--- src/rtl/sipo_shift_receiver_if.sv ---
// Bundles the serial link side and the parallel valid/ready side of the SIPO receiver.
// The master modport is the driver/consumer environment; the slave modport is the receiver.
interface sipo_shift_receiver_if #(parameter int WIDTH = 4);
   logic             din;
   logic             din_valid;
   logic             sync;
   logic             mode;
   logic [WIDTH-1:0] dout;
   logic             dout_valid;
   logic             dout_ready;
   logic             busy;
   logic             overflow;
   logic             frame_err;
   logic             clr_err;

   modport master (
      output din, din_valid, sync, mode, dout_ready, clr_err,
      input  dout, dout_valid, busy, overflow, frame_err
   );

   modport slave (
      input  din, din_valid, sync, mode, dout_ready, clr_err,
      output dout, dout_valid, busy, overflow, frame_err
   );
endinterface

--- src/rtl/sipo_shift_receiver.sv ---
// Serial-in/parallel-out receiver: rebuilds WIDTH-bit words from a sync-framed bit stream
// and offers them through a one-word holding register on a valid/ready port.
module sipo_shift_receiver #(
   parameter int WIDTH = 4,
   parameter int CNT_W = $clog2(WIDTH + 1)
) (
   input logic                   clk,
   input logic                   rst_n,
   sipo_shift_receiver_if.slave  bus
);

   typedef enum logic {IDLE, SHIFT} state_t;

   localparam logic [CNT_W-1:0] LAST = CNT_W'(WIDTH - 1);
   localparam logic [CNT_W-1:0] ONE  = CNT_W'(1);

   state_t           state_q, state_d;
   logic [WIDTH-1:0] sr_q, sr_d;
   logic [CNT_W-1:0] cnt_q, cnt_d;
   logic             mode_q, mode_d;
   logic [WIDTH-1:0] dout_q, dout_d;
   logic             dvalid_q, dvalid_d;
   logic             ovf_q, ovf_d;
   logic             ferr_q, ferr_d;

   logic             mode_eff;
   logic [WIDTH-1:0] base;
   logic [WIDTH-1:0] shifted;
   logic             done;
   logic             ovf_set;
   logic             ferr_set;

   always_comb begin
      state_d  = state_q;
      sr_d     = sr_q;
      cnt_d    = cnt_q;
      mode_d   = mode_q;
      dout_d   = dout_q;
      dvalid_d = dvalid_q;
      done     = 1'b0;
      ovf_set  = 1'b0;
      ferr_set = 1'b0;

      // A sync bit starts from an empty register, so bit 0 lands where the shifts expect it.
      mode_eff = bus.sync ? bus.mode : mode_q;
      base     = bus.sync ? '0 : sr_q;
      shifted  = mode_eff ? {bus.din, base[WIDTH-1:1]} : {base[WIDTH-2:0], bus.din};

      if (dvalid_q && bus.dout_ready) dvalid_d = 1'b0;

      if (bus.din_valid) begin
         if (bus.sync) begin
            if (state_q == SHIFT) ferr_set = 1'b1;
            state_d = SHIFT;
            sr_d    = shifted;
            cnt_d   = ONE;
            mode_d  = bus.mode;
         end else if (state_q == SHIFT) begin
            sr_d = shifted;
            if (cnt_q == LAST) begin
               done    = 1'b1;
               cnt_d   = '0;
               state_d = IDLE;
            end else begin
               cnt_d = cnt_q + ONE;
            end
         end
      end

      // A completion consumed on the same cycle as the pending word replaces it seamlessly.
      if (done) begin
         if (!dvalid_q || bus.dout_ready) begin
            dout_d   = shifted;
            dvalid_d = 1'b1;
         end else begin
            ovf_set = 1'b1;
         end
      end

      ovf_d  = (ovf_q  & ~bus.clr_err) | ovf_set;
      ferr_d = (ferr_q & ~bus.clr_err) | ferr_set;
   end

   always_ff @(posedge clk or negedge rst_n) begin
      if (!rst_n) begin
         state_q  <= IDLE;
         sr_q     <= '0;
         cnt_q    <= '0;
         mode_q   <= 1'b1;
         dout_q   <= '0;
         dvalid_q <= 1'b0;
         ovf_q    <= 1'b0;
         ferr_q   <= 1'b0;
      end else begin
         state_q  <= state_d;
         sr_q     <= sr_d;
         cnt_q    <= cnt_d;
         mode_q   <= mode_d;
         dout_q   <= dout_d;
         dvalid_q <= dvalid_d;
         ovf_q    <= ovf_d;
         ferr_q   <= ferr_d;
      end
   end

   assign bus.dout       = dout_q;
   assign bus.dout_valid = dvalid_q;
   assign bus.busy       = (state_q == SHIFT);
   assign bus.overflow   = ovf_q;
   assign bus.frame_err  = ferr_q;

endmodule

--- src/flat_wrapper.sv ---
// flat-port wrapper written by rule: the top's interface ports become plain ports
module sipo_shift_receiver_flat 
#(
   parameter int WIDTH = 4,
   parameter int CNT_W = $clog2(WIDTH + 1)
)
  (clk, rst_n, bus_din, bus_din_valid, bus_sync, bus_mode, bus_dout_ready, bus_clr_err, bus_dout, bus_dout_valid, bus_busy, bus_overflow, bus_frame_err);
  sipo_shift_receiver_if #(.WIDTH(WIDTH)) bus_i ();
  input logic clk;
  input logic rst_n;
  input wire logic [$bits(bus_i.din)-1:0] bus_din;
  input wire logic [$bits(bus_i.din_valid)-1:0] bus_din_valid;
  input wire logic [$bits(bus_i.sync)-1:0] bus_sync;
  input wire logic [$bits(bus_i.mode)-1:0] bus_mode;
  input wire logic [$bits(bus_i.dout_ready)-1:0] bus_dout_ready;
  input wire logic [$bits(bus_i.clr_err)-1:0] bus_clr_err;
  output wire logic [$bits(bus_i.dout)-1:0] bus_dout;
  output wire logic [$bits(bus_i.dout_valid)-1:0] bus_dout_valid;
  output wire logic [$bits(bus_i.busy)-1:0] bus_busy;
  output wire logic [$bits(bus_i.overflow)-1:0] bus_overflow;
  output wire logic [$bits(bus_i.frame_err)-1:0] bus_frame_err;
  assign bus_i.din = bus_din;
  assign bus_i.din_valid = bus_din_valid;
  assign bus_i.sync = bus_sync;
  assign bus_i.mode = bus_mode;
  assign bus_i.dout_ready = bus_dout_ready;
  assign bus_i.clr_err = bus_clr_err;
  assign bus_dout = bus_i.dout;
  assign bus_dout_valid = bus_i.dout_valid;
  assign bus_busy = bus_i.busy;
  assign bus_overflow = bus_i.overflow;
  assign bus_frame_err = bus_i.frame_err;
  sipo_shift_receiver #(.WIDTH(WIDTH), .CNT_W(CNT_W)) u_core (.clk(clk), .rst_n(rst_n), .bus(bus_i));
endmodule
--- config.mk ---
export PLATFORM = sky130hd
export DESIGN_NAME = sipo_shift_receiver_flat
export DESIGN_NICKNAME = d
export VERILOG_FILES = /design/src/rtl/sipo_shift_receiver_if.sv /design/src/rtl/sipo_shift_receiver.sv /design/src/flat_wrapper.sv
export SDC_FILE = /design/constraint.sdc
export NUM_CORES = 1
export LEC_CHECK = 0
export ABC_AREA = 1
export ABC_CLOCK_PERIOD_IN_PS = 2100
export BUFFER_PORTS_ARGS = -buffer_cell sky130_fd_sc_hd__buf_2
export CORE_MARGIN = 1
export CORE_UTILIZATION = 34
export CTS_CLUSTER_DIAMETER = 50
export DETAILED_ROUTE_END_ITERATION = 6
export PLACE_DENSITY = 0.59
export SLEW_MARGIN = 10
export SYNTH_ARGS = -nofsm -noshare
export SYNTH_HDL_FRONTEND = slang
export SYNTH_SLANG_ARGS = --single-unit
--- constraint.sdc ---
create_clock -name clk -period 2.1 [get_ports clk]
set_input_delay 0.105 -clock clk [delete_from_list [all_inputs] [get_ports clk]]
set_output_delay 0.105 -clock clk [all_outputs]
set_load 0.05 [all_outputs]
=== After elaboration in Yosys (flattened, before gate mapping) ===
Index checks and enable logic that the tools add are counted.

* Reductions and logical operators: 6
* $add $sub $neg: 1
* Eq/ne operators: 1
* Bitwise operators: 5
* Multiplexer cells: 23

{| class="wikitable"
|+ Operator list
! operator !! number
|-
| $mux W1 || 16
|-
| $mux W4 || 4
|-
| $mux W3 || 3
|-
| $reduce_and A2 Y1 || 2
|-
| $add A3 B1 Y3 const B || 1
|-
| $eq A3 B2 Y1 const B || 1
|-
| $and A1 B1 Y1 || 2
|-
| $or A1 B1 Y1 || 2
|-
| $reduce_bool A2 Y1 || 1
|-
| $logic_and A1 B1 Y1 || 1
|-
| $logic_not A1 Y1 || 1
|-
| $logic_or A1 B1 Y1 || 1
|-
| $not A1 Y1 || 1
|}

* Word-level logic and storage cells: 44
* Output and inout port bits: 8
* Register bits: 16
* Input port bits: 8

=== Logic depth before layout (Yosys ltp) ===
* Depth in word-level cells: 7
* Mapped depth: 7

=== Worst setup path after synthesis ===
No wires, ideal clock.

* Kind: register -> register
* Start: register u_core.state_q, in the netlist u_core.bus.busy
* End: register u_core.cnt_q[1]
* Buffers on the path: 0
* Arrival time: 1133 ps
* Data required time: 1979 ps
* Period minus slack after synthesis: 1254 ps
* Cell stages (with the launch flop): 6
* Setup time: 121 ps
* Slack: 846 ps
* Cell sequence: dfrtp_1 nand2_1 nand2_2 inv_2 nand2_1 o21ai_1

* Word-level cells in the longest chain between the ends: 2

{| class="wikitable"
|+ Ends and longest elaborated chain
! element !! RTL line !! source
|-
| start, declared || sipo_shift_receiver.sv:17 || <nowiki>state_t state_q, state_d;</nowiki>
|-
| start signal, assigned || sipo_shift_receiver.sv:95 || <nowiki>state_q <= state_d;</nowiki>
|-
| $reduce_bool A2 Y1 (no line) || - ||
|-
| $reduce_and A2 Y1 (no line) || - ||
|-
| end signal, assigned || sipo_shift_receiver.sv:97 || <nowiki>cnt_q <= cnt_d;</nowiki>
|-
| end, declared || sipo_shift_receiver.sv:19 || <nowiki>logic [CNT_W-1:0] cnt_q, cnt_d;</nowiki>
|}

No other way between the ends.
A chain may end at the register's enable or synchronous reset.

=== Worst setup path after layout ===
* Start: register u_core.state_q, in the netlist u_core.bus.busy
* End: output bus_busy

{| class="wikitable"
|+ RTL lines
! element !! RTL line !! source
|-
| end, declared || flat_wrapper.sv:19 || <nowiki>output wire logic [$bits(bus_i.busy)-1:0] bus_busy;</nowiki>
|}

No word-level cell between the ends.

==> metrics <==
Placed Instances 134; DR vias 637; CTS H-tree depth 1; Syn Inst Count 92; Initial Util 0.3725; Top Ports 16; largest net degree at the start of global routing 17; Max transition margin 0.7628; GP Congestion 0.7167; Crit Path Max Fanout 5; Fin. Hold Viols 0; share of the synthesized area in the top cell type 0.4983; Syn. warnings 0; crit path time final 1172 ps; number of global-route vias before repair 573; Least-Margin Pin Slew 355.8 ps; Routed Antenna Nets 0; Avg Cell Area, Syn 8.187 µm²; Root Buffer clkbuf_4; RSZ-0062 raised after global routing no; Worst Path Required 2000 ps; asr flop ratio synth 1.000; Leakage 0.5075 nW; type of origin of the critical path flip-flop; synthesized net count 101; antenna violations before repair 0; dominant cells by area after synthesis dfrtp_1 50%, nand2_1 18%, nand3_1 8.0%, inv_1 4.5%, dfstp_2 3.5%; layout cells sized above 1 0.2389; Yosys cell types 18; Post-synth EDFFs 0; Critical Path, Cell by Cell buf_2; Routed WL 1469 µm; Total GRT Usage 0.1427; slowest cell on the critical path dfrtp_1; drt drc 0; critical path type flip-flop to output pin; cts bufs inserted 3; post-synthesis cell area 753.2 µm²; Post-CTS Setup Bufs 0; Layout area overhead 21.93%; largest stage delay on the critical path 470 ps; commonest non-fill, non-tap cell in the layout nand2_1; die height 49.07 µm; CTS tree done; PD cells 1169 nW/µm²; clock sink count 16; core area 2022 µm²; Finished Layout Cells 140; Nets 123; post-synthesis register bit count 16; Slew Limit Fails 0; Peak Freq 852.9 MHz; post-route clock period utilization 0.5583; number of port buffers 15; sequential share of the synthesized area 0.5332; WL per Instance 10.49 µm; final setup fails 0; hold_ws 32.81 ps; Finished Cell Area 918.4 µm²; Top delay family on crit path flip-flops; status finished clean; Fill cells 215; WP buf/inv 1; Setup Skew 7.972 ps; DR iter-0 viols 12; maximum vdd drop 441.4 µV; Arr. time, crit path 1070 ps; gr ovfl total 0; most frequent cells in the layout 37 x nand2_1, 15 x buf_2, 15 x dfrtp_1; Post-DP Area 862.1 µm²; first-pass GRT wire length 2546 µm; DIE WIDTH 49.07 µm; Max Cap Viol 0; clk_lat worst skew 300 ps; DRT Pass-1 Iters 5; # rows 16; die area 2407 µm²; Worst Hold Class primary input to flip-flop; Top FF cell, synth dfrtp_1; clk buf depth 2; Via density 4.550; DP Wirelength 1118 µm; n_diodes 0; cell taking the most area after synthesis dfrtp_1; CTS clk-pin slew, worst paths 100 ps; final setup TNS 0 ps; crit path capture type output pin
-- cell type report --
| type | count | area, µm² | share of cell area |
|---|---|---|---|
| Timing Repair Buffer | 17 | 95.09 | 0.1035 |
| Sequential cell | 16 | 401.6 | 0.4373 |
| Tap cell | 27 | 33.78 | 0.03678 |
| Multi-Input combinational cell | 65 | 310.3 | 0.3379 |
| Inverter | 11 | 41.29 | 0.04496 |
| Clock buffer | 4 | 36.28 | 0.03951 |
-- path summary, 6_finish.rpt --
path	cells after the start	from	to	slack (ps)
setup / recovery	1	u_core.bus.busy	bus_busy	930
hold / removal	3	bus_mode	u_core.mode_q	30
setup reg to reg	6	u_core.cnt_q[0]	u_core.bus.dout[0]	930
hold reg to reg	2	u_core.bus.dout[1]	u_core.bus.dout[1]	490
max in group asynchronous	2	rst_n	u_core.mode_q	1550
min in group asynchronous	2	rst_n	u_core.bus.dout[0]	250
-- registers in the layout (all words and copies together) (netlist names) --
name	cells
u_core.bus.busy	1
u_core.bus.dout	4
u_core.bus.dout_valid	1
u_core.bus.frame_err	1
u_core.bus.overflow	1
u_core.cnt_q	3
u_core.mode_q	1
u_core.sr_q	4
-- through the flow --
stage               power (mW)  worst slack, ps    util
finish                   1.074            927.6  0.4542
global route             1.146            830.8  0.4542
CTS                      1.085            918.9  0.4542
detailed placement      0.8701            926.2  0.4264
global placement        0.8648            965.5  0.4264
floorplan               0.7685            845.9       -
-- kinds of logic after synthesis --
kind of cell	synth area share
buffers and inverters	0.05482
AND/OR/NAND/NOR	0.3389
adder cells (fa/ha/maj)	0.01661
flip-flops	0.5332
AO/OA/AOI/OAI	0.05649
-- metal layers --
layer	global-route usage	vias up	wire (µm)
li1	-	338	-
met2	0.2078	17	630
met5	0	-	0
met4	0.08824	0	45
met1	0.1925	277	733
met3	0.02804	5	58
-- Yosys cell counts (2+ instances only) --
master,number
o21ai_0,2
inv_2,2
dfrtp_1,15
nand2_1,37
nand3_1,12
inv_1,9
nand2_2,2
nor2_1,3
-- tightest hold or removal path: cells and delay by family --
| family | cells | cell delay [ps] |
|---|---|---|
| buffers and inverters | 1 | 110 |
| AOI/OAI and AO/OA | 1 | 70 |
| and+or+nand+nor | 1 | 50 |
-- what timing repair did --
| item | 4_1_cts | 5_1_grt |
|---|---|---|
| hold buffers | 2 | 0 |
| endpoints found under the hold margin | 18 | 0 |
| gates resized for setup | 0 | 0 |
-- power breakdown --
| group | total, mW | internal [mW] | switching [mW] |
|---|---|---|---|
| Clock | 0.209 | 0.106 | 0.104 |
| Sequential | 0.454 | 0.394 | 0.0602 |
| Combinational | 0.410 | 0.110 | 0.300 |
No activity file was read; power rests on OpenSTA's default activity.
